===== src/rtl/multi_btn_countdown.sv =====
// Three-button countdown: debounced start/pause, restart and mode keys drive a thermometer LED bar.
// Optional DONE-state blinking is enabled by defining MULTI_BTN_COUNTDOWN_BLINK_EN.
module multi_btn_countdown #(
    parameter int unsigned LED_W    = 16,
    parameter int unsigned DEB_LEN  = 4,
    parameter int unsigned TICK_DIV = 4
) (
    input  logic             clk,
    input  logic             rst_n,
    input  logic [2:0]       btn,
    output logic [LED_W-1:0] led,
    output logic             running,
    output logic             done,
    output logic             mode
);

    localparam int unsigned NBTN  = 3;
    localparam int unsigned CNT_W = $clog2(LED_W + 1);
    localparam int unsigned PSC_W = (TICK_DIV > 1) ? $clog2(TICK_DIV) : 1;

    typedef enum logic [1:0] {S_IDLE, S_RUN, S_PAUSE, S_DONE} state_t;

    logic [DEB_LEN-1:0] r_sr [NBTN];
    logic [NBTN-1:0]    r_hist;
    logic [NBTN-1:0]    r_pulse;
    logic [NBTN-1:0]    w_lvl;

    state_t             r_state, w_state_nx;
    logic [CNT_W-1:0]   r_cnt, w_cnt_nx;
    logic [PSC_W-1:0]   r_psc, w_psc_nx, w_psc_inc;
    logic               r_mode, w_mode_nx;
    logic               r_blink, w_blink_nx;
    logic [LED_W-1:0]   r_led, w_led_nx;
    logic               r_running, r_done;
    logic               w_wrap, w_start, w_restart, w_toggle;

    // Debounce level holds between all-ones and all-zeros windows; r_hist is that held level.
    always_comb begin
        w_lvl = '0;
        for (int b = 0; b < NBTN; b++) begin
            w_lvl[b] = (&r_sr[b]) | (~(~|r_sr[b]) & r_hist[b]);
        end
    end

    always_ff @(posedge clk or negedge rst_n) begin
        if (!rst_n) begin
            for (int b = 0; b < NBTN; b++) r_sr[b] <= '0;
            r_hist  <= '0;
            r_pulse <= '0;
        end else begin
            for (int b = 0; b < NBTN; b++) r_sr[b] <= {r_sr[b][DEB_LEN-2:0], btn[b]};
            r_hist  <= w_lvl;
            r_pulse <= w_lvl & ~r_hist;
        end
    end

    assign w_start   = r_pulse[0];
    assign w_restart = r_pulse[1];
    assign w_toggle  = r_pulse[2];
    assign w_wrap    = (r_psc == PSC_W'(TICK_DIV - 1));
    assign w_psc_inc = w_wrap ? '0 : r_psc + PSC_W'(1);

    always_ff @(posedge clk or negedge rst_n) begin
        if (!rst_n) begin
            r_state   <= S_IDLE;
            r_cnt     <= CNT_W'(LED_W);
            r_psc     <= '0;
            r_mode    <= 1'b0;
            r_blink   <= 1'b0;
            r_led     <= '1;
            r_running <= 1'b0;
            r_done    <= 1'b0;
        end else begin
            r_state   <= w_state_nx;
            r_cnt     <= w_cnt_nx;
            r_psc     <= w_psc_nx;
            r_mode    <= w_mode_nx;
            r_blink   <= w_blink_nx;
            r_led     <= w_led_nx;
            r_running <= (w_state_nx == S_RUN);
            r_done    <= (w_state_nx == S_DONE);
        end
    end

    // Next state; the prescaler still advances in the RUN cycle a pause pulse arrives, so that tick is lost.
    always_comb begin
        w_state_nx = r_state;
        w_cnt_nx   = r_cnt;
        w_psc_nx   = r_psc;
        w_mode_nx  = r_mode ^ w_toggle;
        w_blink_nx = r_blink;
        if (w_restart) begin
            w_state_nx = S_IDLE;
            w_cnt_nx   = CNT_W'(LED_W);
            w_psc_nx   = '0;
        end else begin
            case (r_state)
                S_IDLE: begin
                    if (w_start) begin
                        w_state_nx = S_RUN;
                        w_psc_nx   = '0;
                    end
                end
                S_RUN: begin
                    w_psc_nx = w_psc_inc;
                    if (w_start) begin
                        w_state_nx = S_PAUSE;
                    end else if (w_wrap) begin
                        if (r_cnt != CNT_W'(1)) begin
                            w_cnt_nx = r_cnt - CNT_W'(1);
                        end else if (r_mode) begin
                            w_cnt_nx = CNT_W'(LED_W);
                        end else begin
                            w_cnt_nx   = '0;
                            w_state_nx = S_DONE;
                            w_blink_nx = 1'b0;
                        end
                    end
                end
                S_PAUSE: begin
                    if (w_start) w_state_nx = S_RUN;
                end
                S_DONE: begin
                    if (w_start) begin
                        w_state_nx = S_RUN;
                        w_cnt_nx   = CNT_W'(LED_W);
                        w_psc_nx   = '0;
                    end else begin
`ifdef MULTI_BTN_COUNTDOWN_BLINK_EN
                        w_psc_nx = w_psc_inc;
                        if (w_wrap) w_blink_nx = ~r_blink;
`else
                        w_psc_nx = '0;
`endif
                    end
                end
                default: w_state_nx = S_IDLE;
            endcase
        end
    end

    // Thermometer encode the next count; DONE shows the blink phase (always zero without blinking).
    always_comb begin
        w_led_nx = '0;
        if (w_state_nx == S_DONE) begin
            w_led_nx = w_blink_nx ? '1 : '0;
        end else begin
            for (int i = 0; i < LED_W; i++) begin
                w_led_nx[i] = (CNT_W'(i) < w_cnt_nx);
            end
        end
    end

    assign led     = r_led;
    assign running = r_running;
    assign done    = r_done;
    assign mode    = r_mode;

endmodule


===== config.mk =====
export PLATFORM = sky130hd
export DESIGN_NAME = multi_btn_countdown
export DESIGN_NICKNAME = d
export VERILOG_FILES = /design/src/rtl/multi_btn_countdown.sv
export SDC_FILE = /design/constraint.sdc
export NUM_CORES = 1
export LEC_CHECK = 0
export ABC_AREA = 0
export CAP_MARGIN = 30
export CORE_ASPECT_RATIO = 0.7
export CORE_MARGIN = 1
export CORE_UTILIZATION = 45
export DETAILED_ROUTE_END_ITERATION = 8
export GPL_ROUTABILITY_DRIVEN = 1
export PLACE_DENSITY = 0.67
export SETUP_SLACK_MARGIN = 0.5
export SLEW_MARGIN = 15
export SYNTH_ARGS = -nofsm -noshare
export SYNTH_HDL_FRONTEND = slang
export SYNTH_SLANG_ARGS = --single-unit

===== constraint.sdc =====
create_clock -name clk -period 2.24 [get_ports clk]
set_input_delay 0.672 -clock clk [delete_from_list [all_inputs] [get_ports clk]]
set_output_delay 0.672 -clock clk [all_outputs]
set_load 0.03 [all_outputs]

# Word level (Yosys, flattened, before mapping)

Cells that the tools add are included.

Bits in registers: 47
Bits of input ports: 5
Output and inout port bits: 19
Logic and storage cells: 84

$add $sub $neg: 2
Magnitude comparators: 16
Eq/ne operators: 8
Muxes and demuxes: 26
Bitwise operators: 9
Reductions and logical operators: 10

Operator list:

| operator                                                                 | count |
|---|---|
| 4-bit by 5-bit < comparator with 1-bit output (first input constant)     | 8 |
| 16-bit two-way mux                                                       | 2 |
| 5-bit two-way mux                                                        | 6 |
| 3-bit by 5-bit < comparator with 1-bit output (first input constant)     | 4 |
| 2-bit two-way mux                                                        | 9 |
| 4-bit AND reduction                                                      | 3 |
| 4-bit OR reduction                                                       | 3 |
| 1-bit by 5-bit < comparator with 1-bit output (first input constant)     | 2 |
| 2-bit by 5-bit < comparator with 1-bit output (first input constant)     | 2 |
| 5-bit case mux with 2 select lines                                       | 1 |
| 2-bit == test (second input constant)                                    | 4 |
| 1-bit two-way mux                                                        | 6 |
| 2-bit case mux with 3 select lines                                       | 1 |
| 5-bit by 1-bit inequality test with 1-bit output (second input constant) | 1 |
| 5-bit by 1-bit subtractor with 5-bit output (second input constant)      | 1 |
| 2-bit by 1-bit == test with 1-bit output (second input constant)         | 2 |
| 2-bit case mux with 2 select lines                                       | 1 |
| 4-bit nonzero test                                                       | 1 |
| 1-bit AND                                                                | 3 |
| 3-bit AND                                                                | 1 |
| 3-bit inequality test (second input constant)                            | 1 |
| 3-bit inverter                                                           | 1 |
| 1-bit OR                                                                 | 3 |
| 3-bit OR reduction                                                       | 1 |
| 4 further kinds                                                          | 4 |

# Logic depth before layout (Yosys ltp)

Gate-level depths: netlist of the first run.

Depth after elaboration: 8
Depth in mapped cells: 9
Mapped depth without buffers: 8

# Worst setup path before layout of the first run

Ideal clock, no wire load.

Path type: reg-to-reg
Start: register r_cnt[0]
End: register r_led[2] (netlist: led[2])
Arrival time: 1.857 ns
Required time: 2.151 ns
Setup slack: 0.294 ns
Stages on the path, launching flop included: 9
Clock period less this slack: 1.946 ns
Path through: dfrtp_1 -> inv_1 -> ha_1 -> or2_2 -> a32oi_1 -> o22ai_2 -> o31ai_4 -> buf_6 -> o211ai_1

Word-level cells in the longest chain between the ends: 8

Ends and longest elaborated chain:

| element                                                                                                         | line     | RTL |
|---|---|---|
| from (decl)                                                                                                     | 29       | `logic [CNT_W-1:0] r_cnt, w_cnt_nx;` |
| from (signal assigned)                                                                                          | 66       | `r_cnt <= CNT_W'(LED_W);` |
| from (signal assigned)                                                                                          | 75       | `r_cnt <= w_cnt_nx;` |
| 5-bit by 1-bit subtractor with 5-bit output or 5-bit by 1-bit inequality test with 1-bit output (tied branches) | 110, 109 |  |
| 5-bit two-way mux (*)                                                                                           | 109      | `if (r_cnt != CNT_W'(1)) begin` |
| 5-bit two-way mux (*)                                                                                           | 108      | `end else if (w_wrap) begin` |
| 5-bit two-way mux (*)                                                                                           | 106      | `if (w_start) begin` |
| 5-bit case mux with 2 select lines (*)                                                                          | 97       | `case (r_state)` |
| 5-bit two-way mux (*)                                                                                           | 92       | `if (w_restart) begin` |
| via w_cnt_nx[4]                                                                                                 | 29       |  |
| 2-bit by 5-bit < comparator with 1-bit output (*)                                                               | 149      | `w_led_nx[i] = (CNT_W'(i) < w_cnt_nx);` |
| 16-bit two-way mux (*)                                                                                          | 145      | `if (w_state_nx == S_DONE) begin` |
| via w_led_nx[2]                                                                                                 | 33       | `logic [LED_W-1:0] r_led, w_led_nx;` |
| to (signal assigned)                                                                                            | 79       | `r_led <= w_led_nx;` |
| to (decl)                                                                                                       | 33       |  |

The timed path passes the listed nets; every way through them passes the cells marked *.
A chain may end at the register's enable or synchronous reset.

# Worst setup path in the final report of the first run

Start: register r_cnt[1]
End: register r_led[1] (netlist: led[1])

Word-level cells in the longest chain between the ends: 8

Ends and longest elaborated chain:

| element                                                                                                         | line |
|---|---|
| 5-bit by 1-bit subtractor with 5-bit output or 5-bit by 1-bit inequality test with 1-bit output (tied branches) | 110, 109 |
| 5-bit two-way mux (*)                                                                                           | 109 |
| 5-bit two-way mux (*)                                                                                           | 108 |
| 5-bit two-way mux (*)                                                                                           | 106 |
| 5-bit case mux with 2 select lines (*)                                                                          | 97 |
| 5-bit two-way mux (*)                                                                                           | 92 |
| via w_cnt_nx[4]                                                                                                 | 29 |
| 1-bit by 5-bit < comparator with 1-bit output (*)                                                               | 149 |
| 16-bit two-way mux (*)                                                                                          | 145 |
| via w_led_nx[1]                                                                                                 | 33 |

Marks and branches as above.

==> impl_metrics.env, run 1 <==
export IMPL_status="completed"
export IMPL_max_stage_delay_ns=0.42
export IMPL_grt_pass1_wl_um=6851
export IMPL_period_minus_slack_ns=1.964
export IMPL_startpoint_type="register"
export IMPL_seq_area_um2=1201
export IMPL_cpLargestDelayFamily="compound AO/OA/AOI/OAI gates"
export IMPL_fmax_ghz=0.5091
export IMPL_final_period_utilization=0.8769
export IMPL_yosysUniqueCellTypes=47
export IMPL_r2r_setup_slack_ns=0.28
export IMPL_synth_cell_area_um2=1983
export IMPL_reg2reg_from="r_cnt[1]"
export IMPL_grt_pass1_vias=1411
export IMPL_ys_flop_type="dfrtp_1"
export IMPL_vias=1416
export IMPL_multi_input_comb_area_um2=860.8
export IMPL_yosysMostFrequentCell="dfrtp_1"
export IMPL_clock_sinks=47
export IMPL_ys_warn_count=0
export IMPL_reg2reg_depth=8
export IMPL_wl_per_cell_um=15.47
export IMPL_synth_fp_nets=180
export IMPL_grt_usage=0.2035
export IMPL_drt_initial_drc_count=98
export IMPL_design_final_nets=224
export IMPL_timing_final_ws_setup_ns=0.2756
export IMPL_root_buffer="clkbuf_8"
export IMPL_cap_viol_max_count=0
export IMPL_path_clk_slew_ns=0.08
export IMPL_num_rows=19
export IMPL_swShare=0.3987
export IMPL_dp_final_hpwl_um=2891
export IMPL_fin_tns_setup_ns=0
export IMPL_synth_compound_area_share=0.1546
export IMPL_ys_top_cells_by_area="dfrtp_1, dfstp_2, a21oi_1, nand2_1, nor2_1"
export IMPL_critical_path_max_fanout=7
export IMPL_pre_cts_ws_ns=0.01176
export IMPL_skew_ns=0.005859
export IMPL_synth_top_cells_by_count="dfrtp_1, a21oi_1, dfstp_2"
export IMPL_num_io_pins=24
export IMPL_power_density_nw_per_um2=1307
export IMPL_yosysTopAreaCellShare=0.3785
export IMPL_setup_viol=0
export IMPL_place_gp_congestion=0.8510
export IMPL_async_flop_share=1.000
export IMPL_peakVddDrop_v=0.0007954
export IMPL_core_um2=4065
export IMPL_syn2layout_area_growth_pct=28.64
export IMPL_avgSynthCellArea_um2=11.53
export IMPL_fillCellCount=321
export IMPL_reg2reg_to="led[1]"
export IMPL_synth_top_family_by_area="simple AND/OR/NAND/NOR gates"
export IMPL_drv_slew=0
export IMPL_initial_core_util=0.4878
export IMPL_cts_tree="built"
export IMPL_vias_per_cell=5.264
export IMPL_switching_power_mw=1.329
export IMPL_clk_latency_ns=0.30
export IMPL_dr_pass1_iters=4
export IMPL_ant_nets=0
export IMPL_grt_max_degree=18
export IMPL_endpoint_kind="register"
export IMPL_hold_viol=0
export IMPL_wl_um=4162
export IMPL_synth_fa_ha_area_frac=0.01893
export IMPL_seqPwrFrac=0.385
export IMPL_synth_top_area_cell="dfrtp_1"
export IMPL_grt_overflow=0
export IMPL_p_clk_frac=0.148
export IMPL_combPwrFrac=0.466
export IMPL_cellLeakagePower_nw=1.114
export IMPL_cp_slowest_cell="or3b_4"
export IMPL_die_h_um=57.54
export IMPL_clk_path_buf_depth=2
export IMPL_syn_inst=172
export IMPL_synth_xor_area_frac=0.01325
export IMPL_synthMuxAreaShare=0
export IMPL_diodes=0
export IMPL_crit_chain="inv_2 > ha_4 > or3b_4 > a21oi_4 > o22ai_4 > o31ai_4 > buf_6 > o211ai_1"
export IMPL_drc=0
export IMPL_path_buf_inv=2
export IMPL_die_x_um=81.35
export IMPL_crit_type="reg -> reg"
export IMPL_hp_class="in -> async"
export IMPL_worstMarginPinSlew_ns=0.4202
export IMPL_h_tree_depth=2
export IMPL_synth_simple_gate_area_share=0.1659
export IMPL_required_ns=2.46
export IMPL_synth_edff_count=0
export IMPL_yosysSeqAreaShare=0.6038
export IMPL_antenna_found_initial=0
export IMPL_power_internal_mw=2.005
export IMPL_drive_above_1_share=0.4516
export IMPL_numCtsBuffers=5
export IMPL_port_buffers=23
export IMPL_arrival_ns=2.18
export IMPL_slew_limit_headroom=0.7199
export IMPL_die_area_um2=4681
export IMPL_synth_seq_cells=47
export IMPL_rsz0062_at_grt="yes"
==> per-layer routing <==
metal / vias up / wire length, µm / global-route usage
met4: 0 / 52 / 0.06888
met1: 697 / 2046 / 0.2952
met5: - / 0 / 0
li1: 693 / - / -
met2: 20 / 1915 / 0.2976
met3: 6 / 147 / 0.05120
==> power by group through the flow <==
| stage | registers (mW) | clock network (mW) | logic [mW] |
|---|---|---|---|
| CTS | 1.28 | 0.506 | 1.48 |
| detailed placement | 1.30 | 0 | 1.38 |
| global route | 1.31 | 0.541 | 1.68 |
| finish | 1.28 | 0.495 | 1.55 |
| floorplan | 1.50 | 0 | 0.762 |
| global placement | 1.28 | 0 | 1.35 |
==> per-stage QoR <==
step | total power, mW | cell area [µm²] | std cells | hold slack, ns | util
after detailed placement | 2.673 | 2340 | 247 | 0.3862 | 0.5756
after global routing | 3.532 | 2551 | 269 | 0.3024 | 0.6276
after floorplan | 2.261 | 2049 | 172 | 0.3668 | -
after CTS | 3.269 | 2492 | 264 | 0.2855 | 0.6131
after global placement | 2.636 | 2340 | 247 | 0.3774 | 0.5756
final | 3.333 | 2551 | 269 | 0.2731 | 0.6276
==> registers in the layout, summed over array words and instances, names as in the netlist, 2 cells and up <==
name     flops
led         16
r_cnt        5
r_hist       3
r_psc        2
r_pulse      3
r_sr        12
r_state      2
==> logic make-up (layout without fill, tap and decap cells) <==
group / after synthesis / after routing
AO/OA/AOI/OAI: 46 / 46
flip-flops: 47 / 47
XOR/XNOR: 3 / 3
AND/OR/NAND/NOR: 56 / 56
adder cells (fa/ha/maj): 3 / 3
buffers and inverters: 17 / 62
==> what timing repair did <==
item,CTS,global route
endpoints found under the setup margin,36,17
hold buffers,0,0
gates cloned,1,0
setup buffers,8,5
hold endpoints to repair,0,0
gates resized for setup,101,9
pin swaps,1,2
==> placed cells by master (no fill, tap or decap), drive strengths merged, types with 3 or more instances in the layout <==
cell type and instances:
dfrtp 30, clkdlybuf4s50 3, buf 38, inv 11
nor3 5, ha 3, dfstp 17, o21ai 6
a21oi 21, nand3 4, nor2 11, nor3b 4
a21o 3, clkbuf 6, nand2 13, or3 5
==> how the worst max path moves through the flow <==
stage                     cells after the start      from     end
after floorplan                               8  r_cnt[1]  led[2]
after global placement                        7  r_psc[0]  led[1]
after detailed placement                      7  r_psc[0]  led[0]
after CTS                                     8  r_cnt[1]  led[1]
after global routing                          8  r_cnt[1]  led[1]
final                                         8  r_cnt[1]  led[1]
==> layout make-up <==
cell class,count,area share
Multi-Input combinational cell,108,0.3374
Clock buffer,6,0.02845
Clock inverter,2,0.005395
Timing Repair Buffer,43,0.1162
Tap cell,52,0.02550
Inverter,11,0.01618
Sequential cell,47,0.4708
Note: power is estimated with default switching activity, not from simulation.
==> run 2, diff against run 1 <==
--- a/config.mk
+++ b/config.mk
@@ -12,7 +12,7 @@
 export CORE_UTILIZATION = 45
 export DETAILED_ROUTE_END_ITERATION = 8
 export GPL_ROUTABILITY_DRIVEN = 1
-export PLACE_DENSITY = 0.67
+export PLACE_DENSITY = 0.73
 export SETUP_SLACK_MARGIN = 0.5
 export SLEW_MARGIN = 15
 export SYNTH_ARGS = -nofsm -noshare
==> run 2 against run 1 <==
  * Clock power about the same
  * Sequential power about the same
  * Utilization down 0.80 points
  * Fmax down 2.3%
  * Via count up 2.6%
  * Setup slack worse by 0.047 ns
  * First-iteration DRC count down 26%
  * Largest cell class unchanged
  * Largest power group unchanged
==> impl_metrics.env, run 2 (same netlist as run 1, synthesis figures left out) <==
export IMPL_final_cell_mix="dfrtp_1, buf_2, a21oi_1, dfstp_2, buf_4"
export IMPL_timing_final_ws_setup_ns=0.2286
export IMPL_endpoint_kind="register"
export IMPL_crit_type="reg -> reg"
export IMPL_fillCellCount=316
export IMPL_antenna_found_initial=0
export IMPL_die_area_um2=4681
export IMPL_period_minus_slack_ns=2.011
export IMPL_cap_viol_max_count=0
export IMPL_grt_pass1_vias=1494
export IMPL_wl_per_cell_um=16.33
export IMPL_design_area_um2=2519
export IMPL_numCtsBuffers=5
export IMPL_die_h_um=57.54
export IMPL_utilization=0.6196
export IMPL_grt_usage=0.2084
export IMPL_root_buffer="clkbuf_8"
export IMPL_cts_tree="built"
export IMPL_vias_per_cell=5.525
export IMPL_syn2layout_area_growth_pct=27.00
export IMPL_max_stage_delay_ns=0.40
export IMPL_dr_pass1_iters=4
export IMPL_grt_overflow=0
export IMPL_port_buffers=23
export IMPL_diodes=0
export IMPL_pre_cts_ws_ns=-0.002759
export IMPL_skew_ns=0.004163
export IMPL_cts_hold_buf=0
export IMPL_status="completed"
export IMPL_clk_latency_ns=0.29
export IMPL_rsz0062_at_grt="yes"
export IMPL_num_io_pins=24
export IMPL_drc=0
export IMPL_final_common_cell="dfrtp_1"
export IMPL_num_rows=19
export IMPL_grt_pass1_wl_um=7189
export IMPL_path_buf_inv=2
export IMPL_swShare=0.4040
export IMPL_cpLargestDelayFamily="compound AO/OA/AOI/OAI gates"
export IMPL_setup_viol=0
export IMPL_crit_chain="inv_2 > ha_4 > nor4b_4 > nand2_1 > a31o_2 > o31ai_4 > buf_12 > o211ai_1"
export IMPL_r2r_setup_slack_ns=0.23
export IMPL_vias=1453
export IMPL_startpoint_type="register"
export IMPL_drt_initial_drc_count=73
export IMPL_cp_slowest_cell="dfrtp_1"
export IMPL_path_clk_slew_ns=0.08
export IMPL_clk_path_buf_depth=2
export IMPL_p_clk_frac=0.148
export IMPL_power_internal_mw=2.004
export IMPL_clock_sinks=47
export IMPL_peakVddDrop_v=0.0008188
export IMPL_slew_limit_headroom=0.4512
export IMPL_final_period_utilization=0.8979
export IMPL_worstHoldStart="r_sr[6]"
export IMPL_fmax_ghz=0.4972
export IMPL_place_gp_congestion=0.8701
export IMPL_hp_class="reg -> reg"
export IMPL_initial_core_util=0.4878
export IMPL_place_area_um2=2337
export IMPL_power_mw=3.362
export IMPL_arrival_ns=2.22
export IMPL_hold_viol=0
export IMPL_drv_slew=0
export IMPL_combPwrFrac=0.466
export IMPL_dp_final_hpwl_um=2910
export IMPL_reg2reg_from="r_cnt[1]"
export IMPL_seq_area_um2=1201
export IMPL_whs_ns=0.4012
export IMPL_power_density_nw_per_um2=1335
export IMPL_critical_path_max_fanout=14
export IMPL_die_x_um=81.35
export IMPL_design_final_nets=218
export IMPL_switching_power_mw=1.358
export IMPL_worstMarginPinSlew_ns=0.8177
export IMPL_core_um2=4065
export IMPL_drive_above_1_share=0.4265
export IMPL_wl_um=4296
export IMPL_h_tree_depth=2
export IMPL_crit_start="r_cnt[1]"
export IMPL_grt_max_degree=48
export IMPL_required_ns=2.45
export IMPL_multi_input_comb_area_um2=863.3
export IMPL_seqPwrFrac=0.386
export IMPL_cellLeakagePower_nw=1.094
export IMPL_ant_nets=0
export IMPL_largest_reg_flops=16
==> run 2: final cells by class <==
| cell class | instances | area share |
|---|---|---|
| sequential | 47 | 0.4769 |
| multi-input combinational | 108 | 0.3428 |
| timing repair buffer | 37 | 0.1028 |
| clock buffer | 6 | 0.02881 |
| tap | 52 | 0.02583 |
| inverter | 11 | 0.01639 |
| clock inverter | 2 | 0.006458 |
==> run 2: final timing paths <==
check / endpoint / cells past startpoint
setup / recovery: led[2] / 8
hold / removal: r_sr[7] / 0
setup reg to reg: led[2] / 8
hold reg to reg: r_sr[7] / 0
max in group asynchronous: r_cnt[2] / 2
min in group asynchronous: r_sr[7] / 2
==> run 2: stage by stage <==
stage | instances | setup TNS, ns
6_report | 263 | 0
5_1_grt | 263 | 0
4_1_cts | 260 | 0
3_5_place_dp | 245 | -0.002759
3_3_place_gp | 245 | 0
2_1_floorplan | 172 | 0
==> run 2: metal layers <==
layer  part of all wire  global-route usage
met1               0.43              0.2896
met2               0.51              0.3262
met3              0.050             0.05120
met4             0.0091             0.05867
met5                  0                   0
==> run 2: power groups by stage <==
stage / Combinational, mW / Clock (mW) / Sequential [mW]
final: 1.57 / 0.497 / 1.30
after global placement: 1.40 / 0 / 1.28
after floorplan: 0.762 / 0 / 1.50
after global routing: 1.69 / 0.549 / 1.32
after detailed placement: 1.44 / 0 / 1.29
after CTS: 1.50 / 0.512 / 1.29
==> run 2: timing repair <==
| action | in CTS | in global routing |
|---|---|---|
| pin swaps | 1 | 1 |
| buffers inserted | 7 | 3 |
| resized for setup | 97 | 9 |
| setup endpoints to repair | 39 | 19 |
| hold endpoints to repair | 0 | 0 |
==> run 2: worst register-to-register path: stages (launching register included) <==
cell      delay, ns
dfrtp_1        0.40
inv_2          0.12
ha_4           0.17
nor4b_4        0.30
nand2_1        0.13
a31o_2         0.26
o31ai_4        0.29
buf_12         0.17
o211ai_1       0.10
